### src/rtl/eth_tx_framer_if.sv
// Byte-stream handshake carrying frame bytes (destination MAC first) into the
// Ethernet transmit framer.
interface eth_tx_framer_if;
  logic       s_valid;
  logic       s_ready;
  logic [7:0] s_data;
  logic       s_last;

  modport master (output s_valid, s_data, s_last, input s_ready);
  modport slave  (input s_valid, s_data, s_last, output s_ready);
endinterface

### src/rtl/eth_tx_framer.sv
// GMII transmit framer: wraps an input byte stream with preamble, SFD, zero
// padding and an IEEE 802.3 FCS; aborts the frame on underflow or overflow.
module eth_tx_framer #(
  parameter int MIN_FRAME  = 60,
  parameter int MAX_FRAME  = 1514,
  parameter int IFG_CYCLES = 12
) (
  input  logic              ETH_CLK,
  input  logic              ETH_RSTn,
  eth_tx_framer_if.slave    s_if,
  output logic [7:0]        gmii_txd,
  output logic              gmii_tx_en,
  output logic              gmii_tx_er,
  output logic              tx_done
);

  typedef enum logic [2:0] {
    IDLE, PREAMBLE, SFD, DATA, PAD, FCS, DRAIN, IFG
  } state_e;

  localparam logic [31:0] CRC_POLY = 32'hEDB8_8320;
  localparam logic [31:0] CRC_INIT = 32'hFFFF_FFFF;
  localparam logic [15:0] MIN_LEN  = 16'(MIN_FRAME);
  localparam logic [15:0] MAX_LEN  = 16'(MAX_FRAME);
  // IDLE always contributes one quiet cycle before the preamble, so the IFG
  // state itself lasts one cycle less than the required line gap.
  localparam logic [15:0] IFG_LAST = (IFG_CYCLES >= 2) ? 16'(IFG_CYCLES - 2) : 16'd0;

  state_e      state_q;
  logic [15:0] count_q, count_d;
  logic [15:0] step_q;
  logic [31:0] crc_q, crc_d, crc_fcs;
  logic [7:0]  crc_in;
  logic [7:0]  txd_q;
  logic        tx_en_q, tx_er_q, tx_done_q;

  // Reflected CRC-32, one byte per cycle, LSB first.
  function automatic logic [31:0] crc32_byte(input logic [31:0] crc, input logic [7:0] data);
    logic [31:0] c;
    c = crc;
    for (int i = 0; i < 8; i++) begin
      c = (c[0] ^ data[i]) ? ((c >> 1) ^ CRC_POLY) : (c >> 1);
    end
    return c;
  endfunction

  always_comb begin
    crc_in  = (state_q == DATA) ? s_if.s_data : 8'h00;
    crc_d   = crc32_byte(crc_q, crc_in);
    count_d = count_q + 16'd1;
    crc_fcs = ~crc_q;
  end

  assign s_if.s_ready = (state_q == DATA) || (state_q == DRAIN);

  assign gmii_txd   = txd_q;
  assign gmii_tx_en = tx_en_q;
  assign gmii_tx_er = tx_er_q;
  assign tx_done    = tx_done_q;

  // NOTE: every register, line outputs included, is cleared asynchronously so
  // the wire goes quiet the moment ETH_RSTn falls, not at the next edge.
  always_ff @(posedge ETH_CLK or negedge ETH_RSTn) begin
    if (!ETH_RSTn) begin
      state_q   <= IDLE;
      count_q   <= 16'd0;
      step_q    <= 16'd0;
      crc_q     <= CRC_INIT;
      txd_q     <= 8'h00;
      tx_en_q   <= 1'b0;
      tx_er_q   <= 1'b0;
      tx_done_q <= 1'b0;
    end else begin
      // NOTE: non-blocking throughout; the defaults below are overridden by the
      // state arms, and every read sees the pre-edge value.
      txd_q     <= 8'h00;
      tx_en_q   <= 1'b0;
      tx_er_q   <= 1'b0;
      tx_done_q <= 1'b0;

      case (state_q)
        IDLE: begin
          count_q <= 16'd0;
          crc_q   <= CRC_INIT;
          step_q  <= 16'd0;
          if (s_if.s_valid) state_q <= PREAMBLE;
        end

        PREAMBLE: begin
          txd_q   <= 8'h55;
          tx_en_q <= 1'b1;
          if (step_q == 16'd6) begin
            step_q  <= 16'd0;
            state_q <= SFD;
          end else begin
            step_q <= step_q + 16'd1;
          end
        end

        SFD: begin
          txd_q   <= 8'hD5;
          tx_en_q <= 1'b1;
          state_q <= DATA;
        end

        DATA: begin
          // Underflow, or the byte that reaches MAX_FRAME without closing the
          // frame, replaces the line byte with a single error symbol.
          if (!s_if.s_valid || (!s_if.s_last && count_d == MAX_LEN)) begin
            tx_en_q   <= 1'b1;
            tx_er_q   <= 1'b1;
            tx_done_q <= 1'b1;
            step_q    <= 16'd0;
            state_q   <= DRAIN;
          end else begin
            txd_q   <= s_if.s_data;
            tx_en_q <= 1'b1;
            count_q <= count_d;
            crc_q   <= crc_d;
            if (s_if.s_last) state_q <= (count_d < MIN_LEN) ? PAD : FCS;
          end
        end

        PAD: begin
          tx_en_q <= 1'b1;
          count_q <= count_d;
          crc_q   <= crc_d;
          if (count_d >= MIN_LEN) state_q <= FCS;
        end

        FCS: begin
          tx_en_q <= 1'b1;
          case (step_q[1:0])
            2'd0:    txd_q <= crc_fcs[7:0];
            2'd1:    txd_q <= crc_fcs[15:8];
            2'd2:    txd_q <= crc_fcs[23:16];
            default: txd_q <= crc_fcs[31:24];
          endcase
          if (step_q[1:0] == 2'd3) begin
            tx_done_q <= 1'b1;
            step_q    <= 16'd0;
            state_q   <= IFG;
          end else begin
            step_q <= step_q + 16'd1;
          end
        end

        DRAIN: begin
          if (s_if.s_valid && s_if.s_last) begin
            step_q  <= 16'd0;
            state_q <= IFG;
          end
        end

        IFG: begin
          if (step_q >= IFG_LAST) begin
            step_q  <= 16'd0;
            state_q <= IDLE;
          end else begin
            step_q <= step_q + 16'd1;
          end
        end

        default: state_q <= IDLE;
      endcase
    end
  end

endmodule

### src/flat_wrapper.sv
// flat-port wrapper written by rule: the top's interface ports become plain ports
module eth_tx_framer_flat 
#(
  parameter int MIN_FRAME  = 60,
  parameter int MAX_FRAME  = 1514,
  parameter int IFG_CYCLES = 12
)
  (ETH_CLK, ETH_RSTn, gmii_txd, gmii_tx_en, gmii_tx_er, tx_done, s_if_s_valid, s_if_s_data, s_if_s_last, s_if_s_ready);
  eth_tx_framer_if s_if_i ();
  input  logic ETH_CLK;
  input  logic ETH_RSTn;
  output logic [7:0] gmii_txd;
  output logic gmii_tx_en;
  output logic gmii_tx_er;
  output logic tx_done;
  input wire logic [$bits(s_if_i.s_valid)-1:0] s_if_s_valid;
  input wire logic [$bits(s_if_i.s_data)-1:0] s_if_s_data;
  input wire logic [$bits(s_if_i.s_last)-1:0] s_if_s_last;
  output wire logic [$bits(s_if_i.s_ready)-1:0] s_if_s_ready;
  assign s_if_i.s_valid = s_if_s_valid;
  assign s_if_i.s_data = s_if_s_data;
  assign s_if_i.s_last = s_if_s_last;
  assign s_if_s_ready = s_if_i.s_ready;
  eth_tx_framer #(.MIN_FRAME(MIN_FRAME), .MAX_FRAME(MAX_FRAME), .IFG_CYCLES(IFG_CYCLES)) u_core (.ETH_CLK(ETH_CLK), .ETH_RSTn(ETH_RSTn), .s_if(s_if_i), .gmii_txd(gmii_txd), .gmii_tx_en(gmii_tx_en), .gmii_tx_er(gmii_tx_er), .tx_done(tx_done));
endmodule
### config.mk
export PLATFORM = sky130hd
export DESIGN_NAME = eth_tx_framer_flat
export DESIGN_NICKNAME = d
export VERILOG_FILES = /design/src/rtl/eth_tx_framer_if.sv /design/src/rtl/eth_tx_framer.sv /design/src/flat_wrapper.sv
export SDC_FILE = /design/constraint.sdc
export NUM_CORES = 1
export LEC_CHECK = 0
export ABC_AREA = 1
export CELL_PAD_IN_SITES_DETAIL_PLACEMENT = 1
export CELL_PAD_IN_SITES_GLOBAL_PLACEMENT = 2
export CORE_MARGIN = 1.5
export CORE_UTILIZATION = 32
export CTS_BUF_LIST = sky130_fd_sc_hd__clkbuf_8
export DETAILED_ROUTE_END_ITERATION = 16
export PLACE_DENSITY = 0.75
export SETUP_SLACK_MARGIN = 0.2
export SYNTH_ARGS = -nofsm -noshare
export SYNTH_HDL_FRONTEND = slang
export SYNTH_SLANG_ARGS = --single-unit
### constraint.sdc
create_clock -name ETH_CLK -period 2.35 [get_ports ETH_CLK]
set_clock_uncertainty 0.05 [all_clocks]
set_input_delay 0.3525 -clock ETH_CLK [delete_from_list [all_inputs] [get_ports ETH_CLK]]
set_output_delay 0.3525 -clock ETH_CLK [all_outputs]
set_load 0.05 [all_outputs]
==> flow_summary.json <==
{
  "finalHoldViolations": 0,
  "p_switching_mw": 6.72,
  "grt_max_degree": 42,
  "synth.top_cells.by_area": "nand2_1 (21%), dfrtp_1 (20%), dfstp_2 (14%)",
  "cts_tree": "yes",
  "multi_input_area_um2": 3900,
  "violations": "setup timing",
  "yosys_register_bits": 78,
  "ys_types": 40,
  "max_freq_mhz": 424,
  "routed_wl_mm": 21.2,
  "diodes": 0,
  "clkLatencyLatePin_ns": 0.39,
  "numCtsBuffers": 9,
  "die-area_um2": 19000,
  "ir_drop_uv": 684,
  "ys_seq_area_frac": 0.343,
  "grt_overflow_total": 0,
  "yosys.area.top_type_share": 0.210,
  "syn_avg_cell_area_um2": 6.70,
  "ff2ff_path_depth": 17,
  "rsz0062_at_grt": "true",
  "fp.dieW_um": 138,
  "synth_flop_cell": "dfrtp_1",
  "setup_viol": 2,
  "final_nets": 985,
  "grt_pass1_wl_mm": 34.2,
  "grt_pass1_vias": 6245,
  "power_density_nw_per_um2": 1650,
  "finalWorstSetupSlack_ns": -0.00605,
  "critical_path_class": "reg -> reg",
  "fin_crit_sh": 1.00,
  "row_count": 49,
  "slew_violations": 0,
  "antenna_left": 0,
  "worst-path-max-fanout": 8,
  "synth_nets": 887,
  "r2r-end": "u_core.count_q[1]$_DFFE_PN0P_",
  "fin_cells": 1200,
  "ff_latch_area_um2": 1990,
  "slew_headroom": 0.567,
  "crit_start": "u_core.count_q[0]$_DFFE_PN0P_",
  "power_frac_clock": 0.094,
  "grt_use_total": 0.237,
  "avgRoutedWirePerCell_um": 17.7,
  "layout_common_cells": "nand2_1 (249), nand3_1 (114), inv_1 (86), buf_4 (69), nand2_2 (53)",
  "cp.arrival_ns": 2.58,
  "hpwl_mm": 14.9,
  "layout-drive-gt1-share": 0.286,
  "r2r_start": "u_core.count_q[0]$_DFFE_PN0P_",
  "outcome": "finished, violations left",
  "hold_class": "reg -> reg",
  "vias_per_cell": 5.09,
  "r2r_slack_ns": -0.006,
  "tightestPinTransition_ns": 0.650,
  "clk_pin_slew_worst_paths_ns": 0.09,
  "syn2layout_area_growth_pct": 34.5,
  "power.share.combinational": 0.713,
  "synth_area_um2": 5820,
  "seq_power_share": 0.193,
  "end_kind": "flop",
  "swShare": 0.521,
  "placedCellCount": 1160,
  "place_congestion": 0.840,
  "antenna_found_initial": 0,
  "final_common_cell": "nand2_1",
  "cp-endpoint": "u_core.count_q[1]$_DFFE_PN0P_",
  "cts_root_buf": "clkbuf_8",
  "finalCriticalPeriod_ns": 2.36,
  "synth_warnings": 0,
  "fin_util": 0.437,
  "clock_path_buffers": 2,
  "core_um2": 17900,
  "synth_edf_count": 0,
  "drt_iter0_drc": 297,
  "cap_viol_max_count": 0,
  "min_path_cells": 2,
  "required_ns": 2.58,
  "n_fill_cell": 2279,
  "drcViolationCount": 0,
  "ios": 24,
  "initial_core_util": 0.325,
  "clock_sinks": 78,
  "vias": 6104,
  "internal_power_mw": 6.17,
  "dr.pass1.iters": 4,
  "synth_top_area_cell": "nand2_1",
  "io_buffers": 23,
  "ys_async_sr_fraction": 1.00,
  "critPathLaunchType": "flop",
  "syn_inst": 868,
  "cts-htree-levels": 3,
  "p_leak_nw": 3.85,
  "die_h_um": 138
}
[metrics by stage]
step / hold slack [ns] / TNS [ns] / worst slack (ns) / area (um^2) / total power, mW
after floorplan: 0.00691 / 0 / 0.0928 / 5840 / 7.42
after global placement: 0.363 / -0.155 / -0.0524 / 6730 / 10.2
after detailed placement: 0.364 / -2.26 / -0.0944 / 6730 / 10.4
after CTS: 0.445 / 0 / 0.0434 / 7470 / 12.5
after global routing: 0.474 / -5.40 / -0.123 / 7820 / 13.9
final: 0.445 / -0.00740 / -0.00605 / 7820 / 12.9
[sequential cells by signal (all words and copies together), names as in the netlist]
register,flops
u_core.crc_q,32
u_core.count_q,16
u_core.step_q,16
u_core.gmii_txd,8
u_core.state_q,3
u_core.gmii_tx_en,1
u_core.gmii_tx_er,1
u_core.tx_done,1
[area by class of cell]
| class | count | share of cell area |
|---|---|---|
| Sequential cell | 78 | 0.255 |
| Clock inverter | 7 | 0.0125 |
| Clock buffer | 9 | 0.0158 |
| Tap cell | 229 | 0.0366 |
| Timing Repair Buffer | 110 | 0.135 |
| Multi-Input combinational cell | 674 | 0.499 |
| Inverter | 93 | 0.0461 |
[cells in the mapped netlist, types with 5 or more instances]
library cell	count
nand2_1	326
nand3_1	118
inv_1	88
nor2_1	57
dfrtp_1	46
dfstp_2	32
xor2_1	30
o21ai_0	21
nand4_1	14
a21oi_1	13
clkbuf_1	11
nor3_1	10
o221ai_1	10
nand2_2	9
or2_2	9
buf_6	7
ha_1	7
xnor2_1	7
nand3b_1	5
[routing by layer]
metal | routed length, um | track usage | share of wire
met5 | 0 | 0 | 0
met3 | 543 | 0.0338 | 0.026
met2 | 10300 | 0.398 | 0.49
met1 | 10200 | 0.324 | 0.48
met4 | 191 | 0.0515 | 0.0090
[worst min path at each step]
stage | slack, ns | to | startpoint
2_1_floorplan | 0.007 | u_core.count_q[0]$_DFFE_PN0P_ | ETH_RSTn
3_3_place_gp | 0.36 | u_core.count_q[13]$_DFFE_PN0P_ | ETH_RSTn
3_5_place_dp | 0.36 | u_core.count_q[13]$_DFFE_PN0P_ | ETH_RSTn
4_1_cts | 0.45 | u_core.crc_q[12]$_DFFE_PN1P_ | u_core.crc_q[12]$_DFFE_PN1P_
5_1_grt | 0.47 | u_core.crc_q[7]$_DFFE_PN1P_ | u_core.crc_q[7]$_DFFE_PN1P_
6_report | 0.45 | u_core.crc_q[12]$_DFFE_PN1P_ | u_core.crc_q[12]$_DFFE_PN1P_
[power groups by stage]
stage                     logic, mW  registers [mW]  clock network (mW)
after global placement         7.74            2.46                   0
after global routing           10.1            2.53                1.30
after detailed placement       7.88            2.47                   0
after CTS                      8.77            2.47                1.25
after floorplan                4.86            2.56                   0
final                          9.19            2.49                1.21
[repair_timing]
| action | 4_1_cts | 5_1_grt |
|---|---|---|
| hold buffers | 1 | 0 |
| gates resized for setup | 86 | 82 |
| pin swaps | 20 | 17 |
| setup endpoints to repair | 77 | 78 |
| setup buffers | 15 | 5 |
| hold endpoints to repair | 18 | 0 |
| cloned | 3 | 0 |
[worst max-delay path, cell delays in order, from the launching register on]
cell and delay, ns:
dfrtp_1 0.44, ha_4 0.20, buf_4 0.12, inv_1 0.05, nand2_1 0.06, nand2_2 0.08, nand3_1 0.09, nor2_2 0.15
nand3_2 0.08, nor2_2 0.17, nand3_4 0.10, nand2_4 0.08, inv_4 0.05, nand2_8 0.09, nand2_8 0.12, buf_12 0.20
nand2_4 0.06, nand2_2 0.04
[kinds of logic after synthesis]
family	synth area share
AOI/OAI and AO/OA	0.0628
and+or+nand+nor	0.424
xor gates and xnor gates	0.0697
DFF	0.343
buffers and inverters	0.0854
adders and majority gates	0.0151
(Power assumes the default switching activity.)
